**src/rtl/mem_access_stage_if.sv**
```systemverilog
// Bundles the EX-side instruction handshake, the data-memory req/ack bus and the
// writeback outputs. The slave modport belongs to the stage; master is its environment.
interface mem_access_stage_if #(
  parameter int DATA_WIDTH = 32,
  parameter int ADDR_WIDTH = 32
);
  // ex_valid/ex_ready: an instruction transfers on a rising edge where both are high;
  // mem_req/mem_ack: the request is held stable until an edge where both are high.
  logic                  ex_valid;
  logic                  ex_ready;
  logic [DATA_WIDTH-1:0] ex_alu_result;
  logic [DATA_WIDTH-1:0] ex_store_data;
  logic [4:0]            ex_rd;
  logic                  ex_reg_write;
  logic                  ex_mem_read;
  logic                  ex_mem_write;
  logic [2:0]            ex_funct3;

  logic                  mem_req;
  logic                  mem_we;
  logic [ADDR_WIDTH-1:0] mem_addr;
  logic [DATA_WIDTH-1:0] mem_wdata;
  logic [3:0]            mem_be;
  logic                  mem_ack;
  logic [DATA_WIDTH-1:0] mem_rdata;

  logic                  wb_valid;
  logic                  wb_reg_write;
  logic [4:0]            wb_rd;
  logic [DATA_WIDTH-1:0] wb_data;
  logic                  wb_fault;

  modport slave (
    input  ex_valid, ex_alu_result, ex_store_data, ex_rd, ex_reg_write,
           ex_mem_read, ex_mem_write, ex_funct3, mem_ack, mem_rdata,
    output ex_ready, mem_req, mem_we, mem_addr, mem_wdata, mem_be,
           wb_valid, wb_reg_write, wb_rd, wb_data, wb_fault
  );

  modport master (
    output ex_valid, ex_alu_result, ex_store_data, ex_rd, ex_reg_write,
           ex_mem_read, ex_mem_write, ex_funct3, mem_ack, mem_rdata,
    input  ex_ready, mem_req, mem_we, mem_addr, mem_wdata, mem_be,
           wb_valid, wb_reg_write, wb_rd, wb_data, wb_fault
  );
endinterface

```
**src/rtl/mem_access_stage.sv**
```systemverilog
// RISC-V memory-access stage: ALU results pass straight to writeback, loads/stores
// run against a variable-latency memory with lane alignment, extension and fault flagging.
module mem_access_stage #(
  parameter int DATA_WIDTH = 32,
  parameter int ADDR_WIDTH = 32
) (
  input  logic               clk,
  input  logic               rst_n,
  mem_access_stage_if.slave  bus,
  output logic               dbg_state_o
);

  typedef enum logic {IDLE = 1'b0, BUSY = 1'b1} state_t;

  state_t                state_q, state_d;
  logic                  mem_we_q, mem_we_d;
  logic [ADDR_WIDTH-1:0] mem_addr_q, mem_addr_d;
  logic [DATA_WIDTH-1:0] mem_wdata_q, mem_wdata_d;
  logic [3:0]            mem_be_q, mem_be_d;
  logic [2:0]            funct3_q, funct3_d;
  logic [1:0]            off_q, off_d;
  logic [4:0]            rd_q, rd_d;
  logic                  reg_write_q, reg_write_d;
  logic                  wb_valid_q, wb_valid_d;
  logic                  wb_reg_write_q, wb_reg_write_d;
  logic [4:0]            wb_rd_q, wb_rd_d;
  logic [DATA_WIDTH-1:0] wb_data_q, wb_data_d;
  logic                  wb_fault_q, wb_fault_d;

  logic [1:0]            off;
  logic                  is_mem;
  logic [3:0]            acc_be;
  logic [DATA_WIDTH-1:0] acc_wdata;
  logic                  acc_fault;
  logic [DATA_WIDTH-1:0] rdata_shifted;
  logic [DATA_WIDTH-1:0] load_data;

  // Decode lanes, replicated store data and legality of the presented access.
  always_comb begin
    off       = bus.ex_alu_result[1:0];
    is_mem    = bus.ex_mem_read | bus.ex_mem_write;
    acc_be    = 4'b0000;
    acc_wdata = bus.ex_store_data;
    acc_fault = 1'b0;
    case (bus.ex_funct3)
      3'b000, 3'b100: begin
        acc_be    = 4'b0001 << off;
        acc_wdata = {4{bus.ex_store_data[7:0]}};
        acc_fault = bus.ex_funct3[2] & bus.ex_mem_write;
      end
      3'b001, 3'b101: begin
        acc_be    = 4'b0011 << off;
        acc_wdata = {2{bus.ex_store_data[15:0]}};
        acc_fault = off[0] | (bus.ex_funct3[2] & bus.ex_mem_write);
      end
      3'b010: begin
        acc_be    = 4'b1111;
        acc_fault = (off != 2'b00);
      end
      default: acc_fault = 1'b1;
    endcase
  end

  always_comb begin
    rdata_shifted = bus.mem_rdata >> {off_q, 3'b000};
    case (funct3_q)
      3'b000:  load_data = {{24{rdata_shifted[7]}}, rdata_shifted[7:0]};
      3'b100:  load_data = {24'd0, rdata_shifted[7:0]};
      3'b001:  load_data = {{16{rdata_shifted[15]}}, rdata_shifted[15:0]};
      3'b101:  load_data = {16'd0, rdata_shifted[15:0]};
      default: load_data = bus.mem_rdata;
    endcase
  end

  always_comb begin
    state_d        = state_q;
    mem_we_d       = mem_we_q;
    mem_addr_d     = mem_addr_q;
    mem_wdata_d    = mem_wdata_q;
    mem_be_d       = mem_be_q;
    funct3_d       = funct3_q;
    off_d          = off_q;
    rd_d           = rd_q;
    reg_write_d    = reg_write_q;
    wb_valid_d     = 1'b0;
    wb_reg_write_d = wb_reg_write_q;
    wb_rd_d        = wb_rd_q;
    wb_data_d      = wb_data_q;
    wb_fault_d     = wb_fault_q;
    case (state_q)
      IDLE: begin
        if (bus.ex_valid) begin
          if (!is_mem) begin
            wb_valid_d     = 1'b1;
            wb_reg_write_d = bus.ex_reg_write;
            wb_rd_d        = bus.ex_rd;
            wb_data_d      = bus.ex_alu_result;
            wb_fault_d     = 1'b0;
          end else if (acc_fault) begin
            wb_valid_d     = 1'b1;
            wb_reg_write_d = 1'b0;
            wb_rd_d        = bus.ex_rd;
            wb_data_d      = bus.ex_alu_result;
            wb_fault_d     = 1'b1;
          end else begin
            state_d     = BUSY;
            mem_we_d    = bus.ex_mem_write;
            mem_addr_d  = {bus.ex_alu_result[ADDR_WIDTH-1:2], 2'b00};
            mem_wdata_d = acc_wdata;
            mem_be_d    = acc_be;
            funct3_d    = bus.ex_funct3;
            off_d       = off;
            rd_d        = bus.ex_rd;
            reg_write_d = bus.ex_reg_write;
          end
        end
      end
      BUSY: begin
        if (bus.mem_ack) begin
          state_d    = IDLE;
          wb_valid_d = 1'b1;
          wb_rd_d    = rd_d;
          wb_fault_d = 1'b0;
          // A completed store reports its full byte address on wb_data.
          if (mem_we_q) begin
            wb_reg_write_d = 1'b0;
            wb_data_d      = DATA_WIDTH'({mem_addr_q[ADDR_WIDTH-1:2], off_q});
          end else begin
            wb_reg_write_d = reg_write_q;
            wb_data_d      = load_data;
          end
        end
      end
      default: state_d = IDLE;
    endcase
  end

  always_ff @(posedge clk or negedge rst_n) begin
    if (!rst_n) begin
      state_q        <= IDLE;
      mem_we_q       <= 1'b0;
      mem_addr_q     <= '0;
      mem_wdata_q    <= '0;
      mem_be_q       <= 4'b0000;
      funct3_q       <= 3'b000;
      off_q          <= 2'b00;
      rd_q           <= 5'd0;
      reg_write_q    <= 1'b0;
      wb_valid_q     <= 1'b0;
      wb_reg_write_q <= 1'b0;
      wb_rd_q        <= 5'd0;
      wb_data_q      <= '0;
      wb_fault_q     <= 1'b0;
    end else begin
      state_q        <= state_d;
      mem_we_q       <= mem_we_d;
      mem_addr_q     <= mem_addr_d;
      mem_wdata_q    <= mem_wdata_d;
      mem_be_q       <= mem_be_d;
      funct3_q       <= funct3_d;
      off_q          <= off_d;
      rd_q           <= rd_d;
      reg_write_q    <= reg_write_d;
      wb_valid_q     <= wb_valid_d;
      wb_reg_write_q <= wb_reg_write_d;
      wb_rd_q        <= wb_rd_d;
      wb_data_q      <= wb_data_d;
      wb_fault_q     <= wb_fault_d;
    end
  end

  // mem_req is decoded from state so an asynchronous reset drops it at once.
  assign bus.ex_ready     = (state_q == IDLE);
  assign bus.mem_req      = (state_q == BUSY);
  assign bus.mem_we       = mem_we_q;
  assign bus.mem_addr     = mem_addr_q;
  assign bus.mem_wdata    = mem_wdata_q;
  assign bus.mem_be       = mem_be_q;
  assign bus.wb_valid     = wb_valid_q;
  assign bus.wb_reg_write = wb_reg_write_q;
  assign bus.wb_rd        = wb_rd_q;
  assign bus.wb_data      = wb_data_q;
  assign bus.wb_fault     = wb_fault_q;
  assign dbg_state_o      = state_q;

endmodule
```
**src/flat_wrapper.sv**
```systemverilog
// flat-port wrapper written by rule: the top's interface ports become plain ports
module mem_access_stage_flat 
#(
  parameter int DATA_WIDTH = 32,
  parameter int ADDR_WIDTH = 32
)
  (clk, rst_n, dbg_state_o, bus_ex_valid, bus_ex_alu_result, bus_ex_store_data, bus_ex_rd, bus_ex_reg_write, bus_ex_mem_read, bus_ex_mem_write, bus_ex_funct3, bus_mem_ack, bus_mem_rdata, bus_ex_ready, bus_mem_req, bus_mem_we, bus_mem_addr, bus_mem_wdata, bus_mem_be, bus_wb_valid, bus_wb_reg_write, bus_wb_rd, bus_wb_data, bus_wb_fault);
  mem_access_stage_if #(.DATA_WIDTH(DATA_WIDTH), .ADDR_WIDTH(ADDR_WIDTH)) bus_i ();
  input  logic clk;
  input  logic rst_n;
  output logic dbg_state_o;
  input wire logic [$bits(bus_i.ex_valid)-1:0] bus_ex_valid;
  input wire logic [$bits(bus_i.ex_alu_result)-1:0] bus_ex_alu_result;
  input wire logic [$bits(bus_i.ex_store_data)-1:0] bus_ex_store_data;
  input wire logic [$bits(bus_i.ex_rd)-1:0] bus_ex_rd;
  input wire logic [$bits(bus_i.ex_reg_write)-1:0] bus_ex_reg_write;
  input wire logic [$bits(bus_i.ex_mem_read)-1:0] bus_ex_mem_read;
  input wire logic [$bits(bus_i.ex_mem_write)-1:0] bus_ex_mem_write;
  input wire logic [$bits(bus_i.ex_funct3)-1:0] bus_ex_funct3;
  input wire logic [$bits(bus_i.mem_ack)-1:0] bus_mem_ack;
  input wire logic [$bits(bus_i.mem_rdata)-1:0] bus_mem_rdata;
  output wire logic [$bits(bus_i.ex_ready)-1:0] bus_ex_ready;
  output wire logic [$bits(bus_i.mem_req)-1:0] bus_mem_req;
  output wire logic [$bits(bus_i.mem_we)-1:0] bus_mem_we;
  output wire logic [$bits(bus_i.mem_addr)-1:0] bus_mem_addr;
  output wire logic [$bits(bus_i.mem_wdata)-1:0] bus_mem_wdata;
  output wire logic [$bits(bus_i.mem_be)-1:0] bus_mem_be;
  output wire logic [$bits(bus_i.wb_valid)-1:0] bus_wb_valid;
  output wire logic [$bits(bus_i.wb_reg_write)-1:0] bus_wb_reg_write;
  output wire logic [$bits(bus_i.wb_rd)-1:0] bus_wb_rd;
  output wire logic [$bits(bus_i.wb_data)-1:0] bus_wb_data;
  output wire logic [$bits(bus_i.wb_fault)-1:0] bus_wb_fault;
  assign bus_i.ex_valid = bus_ex_valid;
  assign bus_i.ex_alu_result = bus_ex_alu_result;
  assign bus_i.ex_store_data = bus_ex_store_data;
  assign bus_i.ex_rd = bus_ex_rd;
  assign bus_i.ex_reg_write = bus_ex_reg_write;
  assign bus_i.ex_mem_read = bus_ex_mem_read;
  assign bus_i.ex_mem_write = bus_ex_mem_write;
  assign bus_i.ex_funct3 = bus_ex_funct3;
  assign bus_i.mem_ack = bus_mem_ack;
  assign bus_i.mem_rdata = bus_mem_rdata;
  assign bus_ex_ready = bus_i.ex_ready;
  assign bus_mem_req = bus_i.mem_req;
  assign bus_mem_we = bus_i.mem_we;
  assign bus_mem_addr = bus_i.mem_addr;
  assign bus_mem_wdata = bus_i.mem_wdata;
  assign bus_mem_be = bus_i.mem_be;
  assign bus_wb_valid = bus_i.wb_valid;
  assign bus_wb_reg_write = bus_i.wb_reg_write;
  assign bus_wb_rd = bus_i.wb_rd;
  assign bus_wb_data = bus_i.wb_data;
  assign bus_wb_fault = bus_i.wb_fault;
  mem_access_stage #(.DATA_WIDTH(DATA_WIDTH), .ADDR_WIDTH(ADDR_WIDTH)) u_core (.clk(clk), .rst_n(rst_n), .bus(bus_i), .dbg_state_o(dbg_state_o));
endmodule
```
**config.mk**
```make
export PLATFORM = sky130hd
export DESIGN_NAME = mem_access_stage_flat
export DESIGN_NICKNAME = d
export VERILOG_FILES = /design/src/rtl/mem_access_stage_if.sv /design/src/rtl/mem_access_stage.sv /design/src/flat_wrapper.sv
export SDC_FILE = /design/constraint.sdc
export NUM_CORES = 1
export LEC_CHECK = 0
export CAP_MARGIN = 20
export CORE_ASPECT_RATIO = 0.8
export CORE_MARGIN = 2
export CORE_UTILIZATION = 45
export DETAILED_ROUTE_END_ITERATION = 16
export PLACE_DENSITY_LB_ADDON = 0.1
export SKIP_LAST_GASP = 1
export SLEW_MARGIN = 10
export SYNTH_ARGS = -nofsm -noshare
export SYNTH_HDL_FRONTEND = slang
export SYNTH_SLANG_ARGS = --single-unit
export TNS_END_PERCENT = 50
```
**constraint.sdc**
```tcl
create_clock -name clk -period 4.82 [get_ports clk]
set_clock_uncertainty 0.15 [all_clocks]
set_input_delay 0.964 -clock clk [delete_from_list [all_inputs] [get_ports clk]]
set_output_delay 0.964 -clock clk [all_outputs]
set_load 0.05 [all_outputs]
```
==> results of run 1 <==
[cells by family after synthesis]
family          count (synthesis)
simple gates                  158
mux                            89
other cells                     1
compound gates                184
flops                         119
buf+inv                        72
[metal layers]
layer,global-route usage (%),vias to the layer above,part of all wire [%]
met5,0,-,0
met4,9.46,0,2.1
met3,6.37,35,7.5
met2,40.8,285,45
met1,39.4,2915,45
li1,-,2718,-
[worst reg2reg max path, cell delays in order, from the launching register on]
cell      delay, ps
dfrtp_1         840
mux4_2          660
mux2i_2         800
o211ai_1        230
[sequential cells by signal (all words and copies together), names as in the netlist]
| name | cells |
|---|---|
| u_core.bus.wb_valid | 1 |
| u_core.rd_q | 5 |
| u_core.bus.mem_wdata | 32 |
| u_core.bus.mem_be | 4 |
| u_core.bus.wb_rd | 5 |
| u_core.bus.wb_data | 32 |
| u_core.bus.wb_fault | 1 |
| u_core.funct3_q | 3 |
| u_core.off_q | 2 |
| u_core.bus.mem_we | 1 |
| u_core.bus.wb_reg_write | 1 |
| u_core.bus.mem_req | 1 |
| u_core.reg_write_q | 1 |
| u_core.bus.mem_addr | 30 |
[area by class of cell]
| type | instances | area share (%) |
|---|---|---|
| timing repair buffer | 235 | 24.6 |
| tap | 184 | 2.45 |
| multi-input combinational | 433 | 33.6 |
| sequential | 119 | 31.7 |
| inverter | 14 | 0.559 |
| clock buffer | 20 | 4.97 |
| clock inverter | 12 | 2.09 |
[how the worst max path moves through the flow]
| stage | cells after the start | end |
|---|---|---|
| floorplan | 3 | bus_ex_ready |
| global placement | 5 | u_core.bus.wb_data[0] |
| detailed placement | 5 | u_core.bus.wb_data[0] |
| CTS | 5 | u_core.bus.wb_data[0] |
| global route | 5 | u_core.bus.wb_data[0] |
| finish | 5 | u_core.bus.wb_data[0] |
[power groups by stage]
stage	registers (mW)	clock network, mW	logic (mW)
after floorplan	2.34	0	0.717
after global placement	1.52	0	2.34
after detailed placement	1.53	0	2.37
after CTS	1.52	1.44	2.38
after global routing	1.56	1.49	2.48
final	1.53	1.42	2.38
[cells in the final DEF, fill, tap and decap left out, types with 3 or more instances in the layout]
master / synthesis / routed
a21oi_1: 35 / 35
a221oi_1: 7 / 7
a22oi_1: 6 / 6
a2bb2oi_1: 5 / 5
a31oi_1: 30 / 30
buf_4: 7 / 16
bufinv_16: 0 / 5
clkbuf_16: 0 / 17
clkbuf_8: 0 / 3
clkdlybuf4s50_1: 0 / 219
clkinv_2: 0 / 3
clkinvlp_4: 0 / 3
dfrtp_1: 119 / 119
inv_1: 13 / 13
mux2_4: 49 / 49
mux2i_1: 38 / 38
nand2_1: 52 / 52
nand2b_1: 4 / 4
nand3_1: 7 / 7
nand3b_1: 17 / 17
nand4_1: 17 / 17
nor2_1: 22 / 22
nor2b_1: 3 / 3
nor3_1: 25 / 25
o211ai_1: 18 / 18
o21ai_0: 32 / 32
o21ai_1: 19 / 19
o21bai_1: 6 / 6
o221ai_1: 13 / 13
o22ai_1: 4 / 4
[metrics by stage]
step	setup WS (ps)	util, %	area [um^2]	hold slack, ps
2_1_floorplan	2180	-	6500	331
3_3_place_gp	1220	61.5	8730	316
3_5_place_dp	1110	61.5	8730	326
4_1_cts	1540	66.2	9400	341
5_1_grt	1360	66.2	9400	361
6_report	1510	66.2	9400	334
==> flow_metrics.env, run 1 <==
export IMPL_status="finished clean"
export IMPL_wl_per_cell_um=20.9
export IMPL_cts_setup_buffers=0
export IMPL_min_path_cells=2
export IMPL_yosysMostFrequentCell="dfrtp_1"
export IMPL_grt_pass1_vias=5784
export IMPL_tns_ps=0
export IMPL_yosys_area_share_simple_pct=12.5
export IMPL_maxCapViolCount=0
export IMPL_crit_top_cell="nand3_2"
export IMPL_fin_crit_sh_pct=68.7
export IMPL_pwr_density_cell_nw_per_um2=567
export IMPL_num_vias=5953
export IMPL_synth_compound_area_share_pct=18.2
export IMPL_max_freq_ghz=0.302
export IMPL_ys_dominant_reg_cell="dfrtp_1"
export IMPL_nNetsFinal=931
export IMPL_ys_types=50
export IMPL_path_clk_slew_ps=50
export IMPL_clkPwrFrac_pct=26.7
export IMPL_drtAntennaViolNets=0
export IMPL_sw_frac_of_total_pct=41.5
export IMPL_syn_avg_cell_area_um2=10.4
export IMPL_power_share_sequential_pct=28.6
export IMPL_synth_top_cells_by_area="dfrtp_1, mux2_4, mux2i_1"
export IMPL_cp_num_buf_inv=1
export IMPL_ctsResizeCount=0
export IMPL_cts_root_buffer="clkbuf_16"
export IMPL_yosys_register_bits=119
export IMPL_clockBufferDepth=2
export IMPL_grt_util_all_layers_pct=27.4
export IMPL_comb_power_share_pct=44.6
export IMPL_drive_above_1_share_pct=12.7
export IMPL_r2r_slack_ps=1980
export IMPL_cts_buffers=17
export IMPL_dieArea_um2=15400
export IMPL_drt_vias_per_instance=5.85
export IMPL_path_class="input pin to register"
export IMPL_synth_area_um2=6490
export IMPL_synth_top_family_by_area="compound AO/OA/AOI/OAI gates"
export IMPL_die_h_um=111
export IMPL_ys_seq_area_share_pct=45.9
export IMPL_post_route_drc_count=0
export IMPL_switching_power_mw=2.21
export IMPL_overflow=0
export IMPL_min_from="u_core.bus.mem_wdata[8]"
export IMPL_muxShareOfSynthArea_pct=17.7
export IMPL_port_buffers=220
export IMPL_ff2ff_path_depth=3
export IMPL_grt_max_degree=53
export IMPL_gp_congestion=0.901
export IMPL_cp_required_ps=4990
export IMPL_critPathLaunchType="input pin"
export IMPL_worst_setup_path_end_kind="register"
export IMPL_period_minus_slack_ps=3310
export IMPL_crit_start="bus_ex_alu_result[0]"
export IMPL_rsz0062_at_grt="no"
export IMPL_whs_endpoint="u_core.bus.mem_wdata[8]"
export IMPL_multiInputGateArea_um2=3160
export IMPL_ios=223
export IMPL_cp_cell_sequence="clkdlybuf4s50_1, or4_1, nand3_2, nand3_2, o22ai_1"
export IMPL_setup_viol=0
export IMPL_finalMaxSlewViolations=0
export IMPL_hold_class="register to register"
export IMPL_synth_xor_area_share_pct=0
export IMPL_critPathSlowestCell="clkdlybuf4s50_1"
export IMPL_dpl_cell_count=985
export IMPL_antenna_cells=0
export IMPL_hold_violations=0
export IMPL_slowest_delay_ps=620
export IMPL_rr_startpoint="u_core.off_q[1]"
export IMPL_regArea_um2=2980
export IMPL_drt_total_wl_mm=21.2
export IMPL_slew_headroom_pct=32.4
export IMPL_fillCellCount=1081
export IMPL_htree_num_levels=4
export IMPL_worst_pin_slew_ps=994
export IMPL_layout_cells_non_filler=1017
export IMPL_r2r_end="u_core.bus.wb_data[28]"
export IMPL_synth_top_cell_area_share_pct=45.9
export IMPL_cp_max_fo=23
export IMPL_start_util_pct=45.7
export IMPL_cts_tree="yes"
export IMPL_leakagePower_nw=3.95
export IMPL_synth_edff_count=0
export IMPL_synth_top_cell_by_area="dfrtp_1"
export IMPL_cp_top_family="simple AND/OR/NAND/NOR gates"
export IMPL_arrival_ps=3490
export IMPL_grt_pass1_wl_mm=33.1
export IMPL_hpwlAfterDp_mm=14.7
export IMPL_detail_route_first_pass_iterations=5
export IMPL_fp_dieW_um=138
export IMPL_ir_worst_vdd_v=0.000358
export IMPL_drtIter0Drc=503
export IMPL_syn_to_final_growth_pct=44.7
export IMPL_synth_fa_ha_area_share_pct=0
export IMPL_core_area_um2=14200
export IMPL_yosysWarnings=0
export IMPL_cts_hold_buf=0
export IMPL_syn_instance_count=623
export IMPL_cts_sinks=119
export IMPL_synth_common_cells="dfrtp_1, nand2_1, mux2_4"
export IMPL_finalPower_mw=5.33
export IMPL_antenna_found_initial=0
export IMPL_p_int_mw=3.11
export IMPL_rows=39
export IMPL_async_flop_share_pct=100
export IMPL_clkLatencyLatePin_ps=420
No activity file was read; power rests on OpenSTA's default activity.
==> inputs of run 2 (changes only) <==
- CORE_UTILIZATION: 45 -> 42
- clock period: 4.82 -> 2.9 ns (I/O delays scaled with it)
==> flow_metrics.env, run 2 (synthesis results as in run 1) <==
export IMPL_ir_worst_vdd_v=0.000469
export IMPL_antenna_found_initial=0
export IMPL_syn_to_final_growth_pct=46.5
export IMPL_max_freq_ghz=0.417
export IMPL_port_buffers=220
export IMPL_antenna_cells=0
export IMPL_rr_startpoint="u_core.off_q[0]"
export IMPL_critPathLaunchType="register"
export IMPL_layout_cells_non_filler=1055
export IMPL_rows=40
export IMPL_tns_ps=0
export IMPL_die_h_um=115
export IMPL_ff2ff_path_depth=5
export IMPL_cp_num_buf_inv=1
export IMPL_clkLatencyLatePin_ps=420
export IMPL_slew_headroom_pct=38.0
export IMPL_hold_class="input pin to async pin"
export IMPL_cp_top_family="buffers and inverters"
export IMPL_maxCapViolCount=0
export IMPL_status="finished clean"
export IMPL_grt_max_degree=46
export IMPL_wl_met2_mm=9.55
export IMPL_detail_route_first_pass_iterations=5
export IMPL_pwr_density_cell_nw_per_um2=915
export IMPL_multiInputGateArea_um2=3160
export IMPL_top_layer="met4"
export IMPL_worst_setup_path_end_kind="output port"
export IMPL_mostFrequentLayoutCells="clkdlybuf4s50_1, dfrtp_1, nand2_1"
export IMPL_cp_max_fo=3
export IMPL_finalPower_mw=8.71
export IMPL_cts_root_buffer="clkbuf_16"
export IMPL_ctsResizeCount=0
export IMPL_cts_tree="yes"
export IMPL_path_clk_slew_ps=60
export IMPL_drt_total_wl_mm=21.5
export IMPL_grt_util_all_layers_pct=26.6
export IMPL_worst_pin_slew_ps=927
export IMPL_dpl_cell_count=1024
export IMPL_post_route_drc_count=0
export IMPL_finalMaxSlewViolations=0
export IMPL_critPathSlowestCell="clkdlybuf4s50_1"
export IMPL_hpwlAfterDp_mm=15.3
export IMPL_r2r_end="u_core.bus.wb_data[16]"
export IMPL_period_minus_slack_ps=2400
export IMPL_fin_crit_sh_pct=82.7
export IMPL_core_area_um2=15100
export IMPL_drive_above_1_share_pct=14.1
export IMPL_nNetsFinal=944
export IMPL_clockBufferDepth=2
export IMPL_cts_hold_buf=0
export IMPL_rsz0062_at_grt="no"
export IMPL_ios=223
export IMPL_drt_vias_per_instance=5.66
export IMPL_met3_wirelength_mm=1.82
export IMPL_layout_commonest_cell="clkdlybuf4s50_1"
export IMPL_crit_start="u_core.bus.mem_addr[11]"
export IMPL_cp_cell_sequence="clkdlybuf4s50_1"
export IMPL_cts_setup_buffers=0
export IMPL_pre_cts_slack_ps=121
export IMPL_fin_ws_ps=502
export IMPL_leakagePower_nw=4.02
export IMPL_wl_per_cell_um=20.3
export IMPL_num_vias=5974
export IMPL_hold_violations=0
export IMPL_wl_met1_mm=9.73
export IMPL_gp_congestion=0.853
export IMPL_fillCellCount=1192
export IMPL_cts_sinks=119
export IMPL_r2r_slack_ps=560
export IMPL_overflow=0
export IMPL_fp_dieW_um=143
export IMPL_cp_required_ps=2170
export IMPL_grt_pass1_vias=5944
export IMPL_cts_buffers=17
export IMPL_slowest_delay_ps=830
export IMPL_htree_num_levels=4
export IMPL_drtIter0Drc=503
export IMPL_setup_viol=0
export IMPL_start_util_pct=43.1
export IMPL_grt_pass1_wl_mm=33.6
export IMPL_regArea_um2=2980
export IMPL_drtAntennaViolNets=0
export IMPL_dieArea_um2=16500
export IMPL_arrival_ps=1670
export IMPL_path_class="register to output port"
-- run 2: how the worst max path moves through the flow --
stage	end	slack (ps)	cells past startpoint
final	bus_mem_addr[11]	500	1
after global routing	u_core.bus.wb_data[1]	430	3
after CTS	bus_mem_addr[26]	490	1
after detailed placement	u_core.off_q[0]	120	5
after global placement	u_core.bus.mem_addr[2]	190	5
after floorplan	bus_ex_ready	650	3
-- run 2: power breakdown --
group,leakage (nW),internal (mW),switching [mW]
clock network,0.293,1.41,0.750
logic,2.30,1.51,2.48
registers,1.43,2.12,0.434
total,4.02,5.04,3.66
-- run 2: cell type report --
| class | count | share of cell area, % |
|---|---|---|
| multi-input cells | 433 | 33.2 |
| flip-flops and latches | 119 | 31.3 |
| repair buffers | 248 | 25.9 |
| clock buffers | 23 | 5.02 |
| well taps | 210 | 2.76 |
| clock inverters | 8 | 1.28 |
| inverters | 14 | 0.552 |
-- run 2: per-stage QoR --
| stage | cell area, um^2 | hold WS [ps] | utilization, % |
|---|---|---|---|
| 4_1_cts | 9520 | 40.0 | 63.2 |
| 3_3_place_gp | 8920 | 315 | 59.2 |
| 5_1_grt | 9520 | 72.8 | 63.2 |
| 3_5_place_dp | 8920 | 324 | 59.2 |
| 6_report | 9520 | 32.8 | 63.2 |
| 2_1_floorplan | 6500 | 134 | - |
-- run 2: layer usage --
| layer | up-vias | track usage, % |
|---|---|---|
| met2 | 267 | 39.2 |
| met4 | 0 | 7.39 |
| met5 | - | 0 |
| met3 | 33 | 7.04 |
| li1 | 2755 | - |
| met1 | 2919 | 38.7 |
-- run 2: worst register-to-register path, cell delays in order (launching register included) --
cell	delay, ps
dfrtp_1	790
nand2b_1	410
o22ai_1	340
mux2i_2	110
buf_4	220
o211ai_1	230
